<file path="src/rtl/nibble_packer_if.sv">
// Nibble-in / word-out bus of nibble_packer. WORD_MAX exists only when
// NIBBLE_PACKER_MAX_EN is defined.
interface nibble_packer_if #(
    parameter int unsigned ADDR_W = 2
);
    logic [3:0]        NIBBLE_IN;
    logic              NIBBLE_VALID;
    logic              FLUSH;
    logic [31:0]       WORD_OUT;
    logic              WORD_VALID;
    logic              WORD_READY;
    logic              FIFO_FULL;
    logic              OVERFLOW;
    logic [ADDR_W:0]   FILL_LEVEL;
`ifdef NIBBLE_PACKER_MAX_EN
    logic [3:0]        WORD_MAX;

    modport master (
        output NIBBLE_IN, NIBBLE_VALID, FLUSH, WORD_READY,
        input  WORD_OUT, WORD_VALID, FIFO_FULL, OVERFLOW, FILL_LEVEL, WORD_MAX
    );
    modport slave (
        input  NIBBLE_IN, NIBBLE_VALID, FLUSH, WORD_READY,
        output WORD_OUT, WORD_VALID, FIFO_FULL, OVERFLOW, FILL_LEVEL, WORD_MAX
    );
`else
    modport master (
        output NIBBLE_IN, NIBBLE_VALID, FLUSH, WORD_READY,
        input  WORD_OUT, WORD_VALID, FIFO_FULL, OVERFLOW, FILL_LEVEL
    );
    modport slave (
        input  NIBBLE_IN, NIBBLE_VALID, FLUSH, WORD_READY,
        output WORD_OUT, WORD_VALID, FIFO_FULL, OVERFLOW, FILL_LEVEL
    );
`endif
endinterface

</file>
<file path="src/rtl/nibble_packer.sv">
// Packs eight nibbles LSB-first into 32-bit words and queues them in a FWFT FIFO.
// Define NIBBLE_PACKER_MAX_EN to add a per-word WORD_MAX output.
module nibble_packer #(
    parameter int unsigned FIFO_DEPTH = 4,
    parameter int unsigned ADDR_W     = 2
) (
    input  logic            CLK,
    input  logic            RESET,
    nibble_packer_if.slave  bus
);
    typedef enum logic [0:0] {StIdle, StFill} state_e;

    state_e              state_q;
    logic [2:0]          cnt_q;
    logic [31:0]         pack_q;
    logic [31:0]         word_d;
    logic                push;
    logic                pop;
    logic                accept;
    logic [ADDR_W-1:0]   wr_ptr_q;
    logic [ADDR_W-1:0]   rd_ptr_q;
    logic [ADDR_W:0]     fill_q;
    logic [ADDR_W:0]     fill_d;
    logic                valid_q;
    logic                full_q;
    logic                ovf_q;
    logic [31:0]         mem_q [FIFO_DEPTH];
`ifdef NIBBLE_PACKER_MAX_EN
    logic [3:0]          max_q;
    logic [3:0]          max_d;
    logic [3:0]          max_mem_q [FIFO_DEPTH];
`endif

    // The word being pushed includes a nibble arriving on the same edge; unfilled
    // slots are already zero because pack_q is cleared after every push.
    always_comb begin
        word_d = pack_q;
        if (bus.NIBBLE_VALID) begin
            word_d[{cnt_q, 2'b00} +: 4] = bus.NIBBLE_IN;
        end
        push = (bus.NIBBLE_VALID && cnt_q == 3'd7) ||
               (bus.FLUSH && (state_q == StFill || bus.NIBBLE_VALID));
`ifdef NIBBLE_PACKER_MAX_EN
        max_d = (bus.NIBBLE_VALID && bus.NIBBLE_IN > max_q) ? bus.NIBBLE_IN : max_q;
`endif
    end

    always_ff @(posedge CLK or posedge RESET) begin
        if (RESET) begin
            state_q <= StIdle;
            cnt_q   <= 3'd0;
            pack_q  <= 32'd0;
`ifdef NIBBLE_PACKER_MAX_EN
            max_q   <= 4'd0;
`endif
        end else if (push) begin
            state_q <= StIdle;
            cnt_q   <= 3'd0;
            pack_q  <= 32'd0;
`ifdef NIBBLE_PACKER_MAX_EN
            max_q   <= 4'd0;
`endif
        end else if (bus.NIBBLE_VALID) begin
            state_q <= StFill;
            cnt_q   <= cnt_q + 3'd1;
            pack_q  <= word_d;
`ifdef NIBBLE_PACKER_MAX_EN
            max_q   <= max_d;
`endif
        end
    end

    // A pop on the same edge frees the slot, so a push into a full FIFO survives.
    always_comb begin
        pop    = valid_q && bus.WORD_READY;
        accept = push && (!full_q || pop);
        unique case ({accept, pop})
            2'b10:   fill_d = fill_q + (ADDR_W + 1)'(1);
            2'b01:   fill_d = fill_q - (ADDR_W + 1)'(1);
            default: fill_d = fill_q;
        endcase
    end

    always_ff @(posedge CLK or posedge RESET) begin
        if (RESET) begin
            wr_ptr_q <= '0;
            rd_ptr_q <= '0;
            fill_q   <= '0;
            valid_q  <= 1'b0;
            full_q   <= 1'b0;
            ovf_q    <= 1'b0;
        end else begin
            if (accept) begin
                wr_ptr_q <= wr_ptr_q + ADDR_W'(1);
            end
            if (pop) begin
                rd_ptr_q <= rd_ptr_q + ADDR_W'(1);
            end
            fill_q  <= fill_d;
            valid_q <= (fill_d != '0);
            full_q  <= (fill_d == (ADDR_W + 1)'(FIFO_DEPTH));
            if (push && !accept) begin
                ovf_q <= 1'b1;
            end
        end
    end

    always_ff @(posedge CLK) begin
        if (accept) begin
            mem_q[wr_ptr_q] <= word_d;
`ifdef NIBBLE_PACKER_MAX_EN
            max_mem_q[wr_ptr_q] <= max_d;
`endif
        end
    end

    // Storage is not reset, so the head is masked while the FIFO is empty.
    assign bus.WORD_OUT   = valid_q ? mem_q[rd_ptr_q] : 32'd0;
    assign bus.WORD_VALID = valid_q;
    assign bus.FIFO_FULL  = full_q;
    assign bus.OVERFLOW   = ovf_q;
    assign bus.FILL_LEVEL = fill_q;
`ifdef NIBBLE_PACKER_MAX_EN
    assign bus.WORD_MAX   = valid_q ? max_mem_q[rd_ptr_q] : 4'd0;
`endif
endmodule
</file>
<file path="src/flat_wrapper.sv">
// flat-port wrapper written by rule: the top's interface ports become plain ports
module nibble_packer_flat 
#(
    parameter int unsigned FIFO_DEPTH = 4,
    parameter int unsigned ADDR_W     = 2
)
  (CLK, RESET, bus_NIBBLE_IN, bus_NIBBLE_VALID, bus_FLUSH, bus_WORD_READY, bus_WORD_OUT, bus_WORD_VALID, bus_FIFO_FULL, bus_OVERFLOW, bus_FILL_LEVEL);
  nibble_packer_if #(.ADDR_W(ADDR_W)) bus_i ();
  input  logic CLK;
  input  logic RESET;
  input wire logic [$bits(bus_i.NIBBLE_IN)-1:0] bus_NIBBLE_IN;
  input wire logic [$bits(bus_i.NIBBLE_VALID)-1:0] bus_NIBBLE_VALID;
  input wire logic [$bits(bus_i.FLUSH)-1:0] bus_FLUSH;
  input wire logic [$bits(bus_i.WORD_READY)-1:0] bus_WORD_READY;
  output wire logic [$bits(bus_i.WORD_OUT)-1:0] bus_WORD_OUT;
  output wire logic [$bits(bus_i.WORD_VALID)-1:0] bus_WORD_VALID;
  output wire logic [$bits(bus_i.FIFO_FULL)-1:0] bus_FIFO_FULL;
  output wire logic [$bits(bus_i.OVERFLOW)-1:0] bus_OVERFLOW;
  output wire logic [$bits(bus_i.FILL_LEVEL)-1:0] bus_FILL_LEVEL;
  assign bus_i.NIBBLE_IN = bus_NIBBLE_IN;
  assign bus_i.NIBBLE_VALID = bus_NIBBLE_VALID;
  assign bus_i.FLUSH = bus_FLUSH;
  assign bus_i.WORD_READY = bus_WORD_READY;
  assign bus_WORD_OUT = bus_i.WORD_OUT;
  assign bus_WORD_VALID = bus_i.WORD_VALID;
  assign bus_FIFO_FULL = bus_i.FIFO_FULL;
  assign bus_OVERFLOW = bus_i.OVERFLOW;
  assign bus_FILL_LEVEL = bus_i.FILL_LEVEL;
  nibble_packer #(.FIFO_DEPTH(FIFO_DEPTH), .ADDR_W(ADDR_W)) u_core (.CLK(CLK), .RESET(RESET), .bus(bus_i));
endmodule
</file>
<file path="config.mk">
export PLATFORM = sky130hd
export DESIGN_NAME = nibble_packer_flat
export DESIGN_NICKNAME = d
export VERILOG_FILES = /design/src/rtl/nibble_packer_if.sv /design/src/rtl/nibble_packer.sv /design/src/flat_wrapper.sv
export SDC_FILE = /design/constraint.sdc
export NUM_CORES = 1
export LEC_CHECK = 0
export ABC_AREA = 1
export CORE_MARGIN = 2
export CORE_UTILIZATION = 45
export CTS_BUF_LIST = sky130_fd_sc_hd__clkbuf_8
export DETAILED_ROUTE_END_ITERATION = 8
export GPL_TIMING_DRIVEN = 1
export PLACE_DENSITY = 0.72
export SLEW_MARGIN = 20
export SYNTH_ARGS = -nofsm -noshare
export SYNTH_HDL_FRONTEND = slang
export SYNTH_SLANG_ARGS = --single-unit
export TNS_END_PERCENT = 100
</file>
<file path="constraint.sdc">
create_clock -name CLK -period 4.75 [get_ports CLK]
set_clock_uncertainty 0.2 [all_clocks]
set_input_delay 0.95 -clock CLK [delete_from_list [all_inputs] [get_ports CLK]]
set_output_delay 0.95 -clock CLK [all_outputs]
set_load 0.03 [all_outputs]
</file>
Yosys cells after proc, flatten, opt, wreduce, memory -nomap -nowiden. Memories as Yosys holds them, arrays and structs flattened. Index checks and enable logic that the tools add are counted.

Bits in registers: 46. RAM bits: 128. Bits of input ports: 9. Output and inout bits: 38. Logic and storage cells: 46. Memories kept: 1.

Add/sub/neg operators: 6. Equality and inequality tests: 4. Shift operators: 2. Mux-type cells: 12. Reductions and logical operators: 12.

Memories: u_core.mem_q (words 4, width 32, read ports 1, clocked after memory_dff 0, wr ports 1, line nibble_packer.sv:27) `logic [31:0] mem_q [FIFO_DEPTH];`.

Operator list (count): $mux W32 (4); $bwmux W32 (1); $shift A4 B7 Y32 const A (1); $shiftx A4 B7 Y32 (1); $neg A5 Y7 (1); $add A3 B1 Y3 const B (2); $eq A3 B3 Y1 const B (2); $mux W3 (2); $pmux W3 S2 (1); $logic_and A1 B1 Y1 (5); $add A2 B1 Y2 const B (2); $mux W1 (4); $logic_or A1 B1 Y1 (3); $reduce_bool A3 Y1 (1); $sub A3 B1 Y3 const B (1); $eq A2 B1 Y1 const B (1); $eq A2 B2 Y1 const B (1); $logic_not A1 Y1 (2); $reduce_bool A2 Y1 (1).

Depth between registers and ports, before layout.
Depth after elaboration: 7. Depth in mapped cells: 13. Depth with buffers taken out: 13.

Worst setup path before layout. Ideal clock, no wire load.

Kind: input port to flip-flop. Start: in bus_NIBBLE_VALID. End: mem u_core.mem_q[0][0] (enable). Setup time: 421 ps. Arrival: 2879 ps. Required time: 4129 ps. Path slack: 1250 ps. Stages: 5. Buffers on the path: 1. Cells stage by stage: buf_2 > nand2_1 > nand2_1 > nand2_2 > nor2_1.

Cells in the longest elaborated chain, start to end: 6. Elaborated cells on any way between the ends: 7.

Ends and longest elaborated chain: start: declaration (line flat_wrapper.sv:12) `input wire logic [$bits(bus_i.NIBBLE_VALID)-1:0] bus_NIBBLE_VALID;`; $logic_or A1 B1 Y1 (line nibble_packer.sv:42) `(bus.FLUSH && (state_q == StFill || bus.NIBBLE_VALID));`; $logic_and A1 B1 Y1 (line nibble_packer.sv:42); $logic_or A1 B1 Y1 * (line nibble_packer.sv:41) `push = (bus.NIBBLE_VALID && cnt_q == 3'd7) ||`; $logic_and A1 B1 Y1 * (line nibble_packer.sv:76) `accept = push && (!full_q || pop);`; $mux W1 * (line nibble_packer.sv:109) `if (accept) begin`; $mux W1 (not written as such) * (line nibble_packer.sv:110) `mem_q[wr_ptr_q] <= word_d;`; end: declaration (line nibble_packer.sv:27).

Mark *: on every way between the ends. The rest lies on a longest branch, timed or not.

Worst setup path after layout.
Start: reg u_core.rd_ptr_q[0]. End: out bus_WORD_OUT[13].

Cells in the longest elaborated chain, start to end: 2.

Ends and longest elaborated chain: start: declaration (line nibble_packer.sv:21) `logic [ADDR_W-1:0] rd_ptr_q;`; start signal: assignment (line nibble_packer.sv:97) `rd_ptr_q <= rd_ptr_q + ADDR_W'(1);`; $mem_v2 Z4 W32; $mux W32 (line nibble_packer.sv:118) `assign bus.WORD_OUT = valid_q ? mem_q[rd_ptr_q] : 32'd0;`; end: declaration (line flat_wrapper.sv:15) `output wire logic [$bits(bus_i.WORD_OUT)-1:0] bus_WORD_OUT;`.

No other way between the ends.

==> key figures <==
Floorplan
  • Die Ht: approximately 130 um
  • Boundary pin count: 47
  • Placeable core area: between 15000 and 20000 um^2
  • Die Span X: 134 um
  • Floorplan row count: 47
  • Initial cell density of the core: 0.458
  • Die area: around 18000 um^2

Timing
  • Measured slew at the worst slew-check pin: about 0.96 ns
  • Number of endpoints failing setup at the final stage: 0
  • Max frequency: approximately 0.25 GHz
  • Hold WS: roughly 0.29 ns
  • Summed negative setup slack over all endpoints: 0 ns
  • Slew margin rel.: 0.360
  • Total count of max-transition violations in the final report: 0
  • Final Hold Viols: 0
  • Final period util: 0.835
  • Shortest period the worst path allows: roughly 4.0 ns
  • Worst Slack Setup Final: ~0.79 ns
  • Setup repair after global routing missed its margin: false

Clocking
  • Resized Gates After CTS: 0
  • Deepest clock path buffer count: 2
  • CTS root buffer: sky130_fd_sc_hd__clkbuf_8
  • Clock slew at reported path FFs: 0.09 ns
  • Clock H-tree levels: 4
  • Count of hold-fix buffers inserted at cts: 0
  • TritonCTS clock tree: done
  • CTS Buf Count: 17
  • Clock Latency Late Sink: approximately 0.47 ns
  • Number of setup buffers added after CTS: 0
  • Clk sinks: ~170

Setup path
  • Arrival time reported for the critical path endpoint: approximately 2.8 ns
  • Worst path slowest cell: sky130_fd_sc_hd__clkdlybuf4s50_1
  • Cell Chain, Critical Path: inv_2, o21ai_0, a21oi_1, clkdlybuf4s50_1
  • Type of the setup path with the least slack: flip-flop to output port
  • Worst stage delay on the critical path: roughly 0.7 ns
  • Type of element launching the critical path: flip-flop
  • Maximum fanout along the worst path: 65
  • Element type at the critical path end: output port
  • CP required: ~3.6 ns

Routing
  • Vias per cell: 4.94
  • Detailed router's first-iteration violation count: about 480
  • Wire length after detailed routing: roughly 15000 um
  • Antenna-violating nets left: 0
  • Number of iterations in the first detailed-routing pass: 5
  • Via count: between 4000 and 5000
  • Final routed DRC violation total: 0
  • Routed WL per cell: between 10 and 15 um

Global route
  • Wire length of the first global-routing pass: 23800 um
  • Vias in the first global route: 4771
  • Maximum number of pins on one net before global-route repair: 66
  • Global-route usage over all layers: 0.176
  • Total overflow reported by the global router: 0
  • Initial antenna violation count: 0

Pwr
  • Total power per unit cell area: 616 nW/um^2
  • Leak: about 3.7 nW
  • Max rail drop VDD: around 0.4 mV

Synthesis
  • Library cell occupying the most area in the post-synthesis netlist: sky130_fd_sc_hd__edfxtp_1
  • Net count after synthesis: between 700 and 800
  • Synth top area share: 0.509
  • Synth Instances: between 700 and 800
  • Mapped Avg Cell Area: just over 10 um^2
  • Synthesis-stage register bit count: approximately 170
  • Share of synthesized area occupied by flip-flops and latches: 0.662
  • Post-synth cell types: 28
  • Synthesis Warnings: 0
  • Summed instance area of the synthesized netlist: ~7500 um^2
  • Top area cells in the synthesized netlist: sky130_fd_sc_hd__edfxtp_1, sky130_fd_sc_hd__dfrtp_1, sky130_fd_sc_hd__nor2_1

Place
  • Placer Congestion: 0.819
  • Sum of net half-perimeters after detailed placement: 8600 um
  • # placed instances: 970
  • Port buffer count: 46
  • Minimum setup slack after placement: 1.21 ns

Cells and area
  • Area used by multi-input combinational logic: 2060 um^2
  • Final core area utilization: 0.524
  • Final antenna diode count: 0
  • Register area: 5000 um^2
  • Layout overhead on the synthesized area: 14.4%
  • Fillcell total: ~1400
  • Net count reported at finish: a little under 800
  • Final cell count without fillers: between 1000 and 1500
  • Proportion of layout cells with a drive suffix above 1: 0.0870

Run status
  • Outcome: finished, final reports clean

Min path
  • Class of the tightest hold or removal check: flip-flop to flip-flop

Job
  • Reported max-cap violation count: 0
==> cells in the final DEF (no fill, tap or decap) <==
cell type | netlist | routed
sky130_fd_sc_hd__edfxtp_1 | 128 | 128
sky130_fd_sc_hd__dfrtp_2 | 0 | 1
sky130_fd_sc_hd__nor2_2 | 1 | 5
sky130_fd_sc_hd__nor2_4 | 4 | 4
sky130_fd_sc_hd__inv_2 | 3 | 4
sky130_fd_sc_hd__nor2_8 | 1 | 1
sky130_fd_sc_hd__xnor2_1 | 1 | 1
sky130_fd_sc_hd__or2_2 | 2 | 2
sky130_fd_sc_hd__nand2_4 | 1 | 1
sky130_fd_sc_hd__nand2_1 | 84 | 84
sky130_fd_sc_hd__nand3_1 | 21 | 21
sky130_fd_sc_hd__clkinv_2 | 0 | 1
sky130_fd_sc_hd__inv_6 | 0 | 1
sky130_fd_sc_hd__clkbuf_8 | 0 | 20
sky130_fd_sc_hd__o21a_1 | 1 | 1
sky130_fd_sc_hd__o21ai_1 | 1 | 1
sky130_fd_sc_hd__buf_4 | 3 | 11
sky130_fd_sc_hd__bufinv_16 | 0 | 3
sky130_fd_sc_hd__inv_4 | 0 | 4
sky130_fd_sc_hd__a21oi_1 | 33 | 33
sky130_fd_sc_hd__fa_1 | 1 | 1
sky130_fd_sc_hd__ha_1 | 9 | 9
sky130_fd_sc_hd__xor2_1 | 2 | 2
sky130_fd_sc_hd__nor2_1 | 168 | 164
sky130_fd_sc_hd__o21ai_0 | 67 | 67
sky130_fd_sc_hd__nand2_2 | 5 | 5
sky130_fd_sc_hd__a31o_2 | 1 | 1
sky130_fd_sc_hd__clkdlybuf4s50_1 | 0 | 46
sky130_fd_sc_hd__nand4_1 | 21 | 21
sky130_fd_sc_hd__nand3_2 | 1 | 1
sky130_fd_sc_hd__inv_1 | 88 | 90
sky130_fd_sc_hd__dfrtp_1 | 46 | 45
sky130_fd_sc_hd__nand3_4 | 3 | 3
==> where the power goes <==
part	leakage, nW	internal (mW)	switching, mW
Sequential	1.81	1.92	0.0763
Combinational	1.62	0.767	1.49
Clock	0.228	0.558	0.505
Total	3.65	3.25	2.07
==> critical path, delay by kind of cell, from the launching register on <==
family / cells / cell delay [ns]
AOI/OAI and AO/OA: 2 / 0.52
buffers and inverters: 2 / 1.40
DFF: 1 / 0.41
==> flip-flops by register name (all words and copies together) (netlist names) <==
name,cells
u_core.bus.FIFO_FULL,1
u_core.bus.FILL_LEVEL,3
u_core.bus.OVERFLOW,1
u_core.bus.WORD_VALID,1
u_core.cnt_q,3
u_core.mem_q,128
u_core.pack_q,32
u_core.rd_ptr_q,2
u_core.state_q,1
u_core.wr_ptr_q,2
==> final timing paths <==
path                                                 from                              to  slack [ns]  depth (start not counted)
hold reg to reg                u_core.state_q$_DFFE_PP0P_      u_core.state_q$_DFFE_PP0P_        0.29                          2
setup reg to reg              u_core.cnt_q[0]$_DFFE_PP0P_    u_core.mem_q[3][1]$_DFFE_PP_        1.79                          9
hold / removal                 u_core.state_q$_DFFE_PP0P_      u_core.state_q$_DFFE_PP0P_        0.29                          2
min in group asynchronous                           RESET  u_core.wr_ptr_q[1]$_DFFE_PP0P_        0.79                          2
max in group asynchronous                           RESET  u_core.rd_ptr_q[0]$_DFFE_PP0P_        2.92                          2
setup / recovery           u_core.rd_ptr_q[0]$_DFFE_PP0P_                bus_WORD_OUT[13]        0.79                          4
==> per-layer routing <==
layer / routed length, um / global-route usage / vias to the layer above / part of all wire
met4: 198 / 0.0733 / 0 / 0.014
met5: 0 / 0 / - / 0
met2: 7240 / 0.281 / 129 / 0.49
met1: 6390 / 0.234 / 2330 / 0.44
met3: 831 / 0.0392 / 13 / 0.057
li1: - / - / 2475 / -
==> stage by stage <==
step                power [mW]  area, um^2
floorplan                 3.53        7550
global placement          4.28        8220
detailed placement        4.31        8220
CTS                       5.36        8630
global route              5.64        8630
finish                    5.32        8630
==> synth_stat cells <==
| cell | count |
|---|---|
| sky130_fd_sc_hd__nand3_4 | 3 |
| sky130_fd_sc_hd__o21ai_0 | 67 |
| sky130_fd_sc_hd__xor2_1 | 2 |
| sky130_fd_sc_hd__o21a_1 | 1 |
| sky130_fd_sc_hd__nor2_1 | 168 |
| sky130_fd_sc_hd__or2_2 | 2 |
| sky130_fd_sc_hd__nor2_4 | 4 |
| sky130_fd_sc_hd__nor2_2 | 1 |
| sky130_fd_sc_hd__nor2_8 | 1 |
| sky130_fd_sc_hd__nand2_1 | 84 |
| sky130_fd_sc_hd__xnor2_1 | 1 |
| sky130_fd_sc_hd__nand3_2 | 1 |
| sky130_fd_sc_hd__nand2_2 | 5 |
| sky130_fd_sc_hd__clkbuf_1 | 18 |
| sky130_fd_sc_hd__edfxtp_1 | 128 |
| sky130_fd_sc_hd__nand4_1 | 21 |
| sky130_fd_sc_hd__a31o_2 | 1 |
| sky130_fd_sc_hd__dfrtp_1 | 46 |
| sky130_fd_sc_hd__fa_1 | 1 |
| sky130_fd_sc_hd__buf_4 | 3 |
| sky130_fd_sc_hd__nand2_4 | 1 |
| sky130_fd_sc_hd__a21oi_1 | 33 |
| sky130_fd_sc_hd__buf_2 | 14 |
| sky130_fd_sc_hd__ha_1 | 9 |
| sky130_fd_sc_hd__nand3_1 | 21 |
| sky130_fd_sc_hd__o21ai_1 | 1 |
| sky130_fd_sc_hd__inv_1 | 88 |
| sky130_fd_sc_hd__inv_2 | 3 |
==> final cells by class <==
type | instances | area share
multi-input combinational | 428 | 0.239
sequential | 174 | 0.579
inverter | 91 | 0.0396
timing repair buffer | 57 | 0.0629
tap | 220 | 0.0319
clock inverter | 12 | 0.0162
clock buffer | 20 | 0.0319
==> cells by family (layout without fill, tap and decap cells) <==
logic type	count (synthesis)	in the layout	synth area share
adders and majority gates	10	10	0.0176
AOI/OAI and AO/OA	103	103	0.0691
and+or+nand+nor	312	312	0.182
DFF	174	174	0.662
buffers and inverters	126	180	0.0665
xor gates and xnor gates	3	3	0.00348
Power figures use the tool's default switching activity.
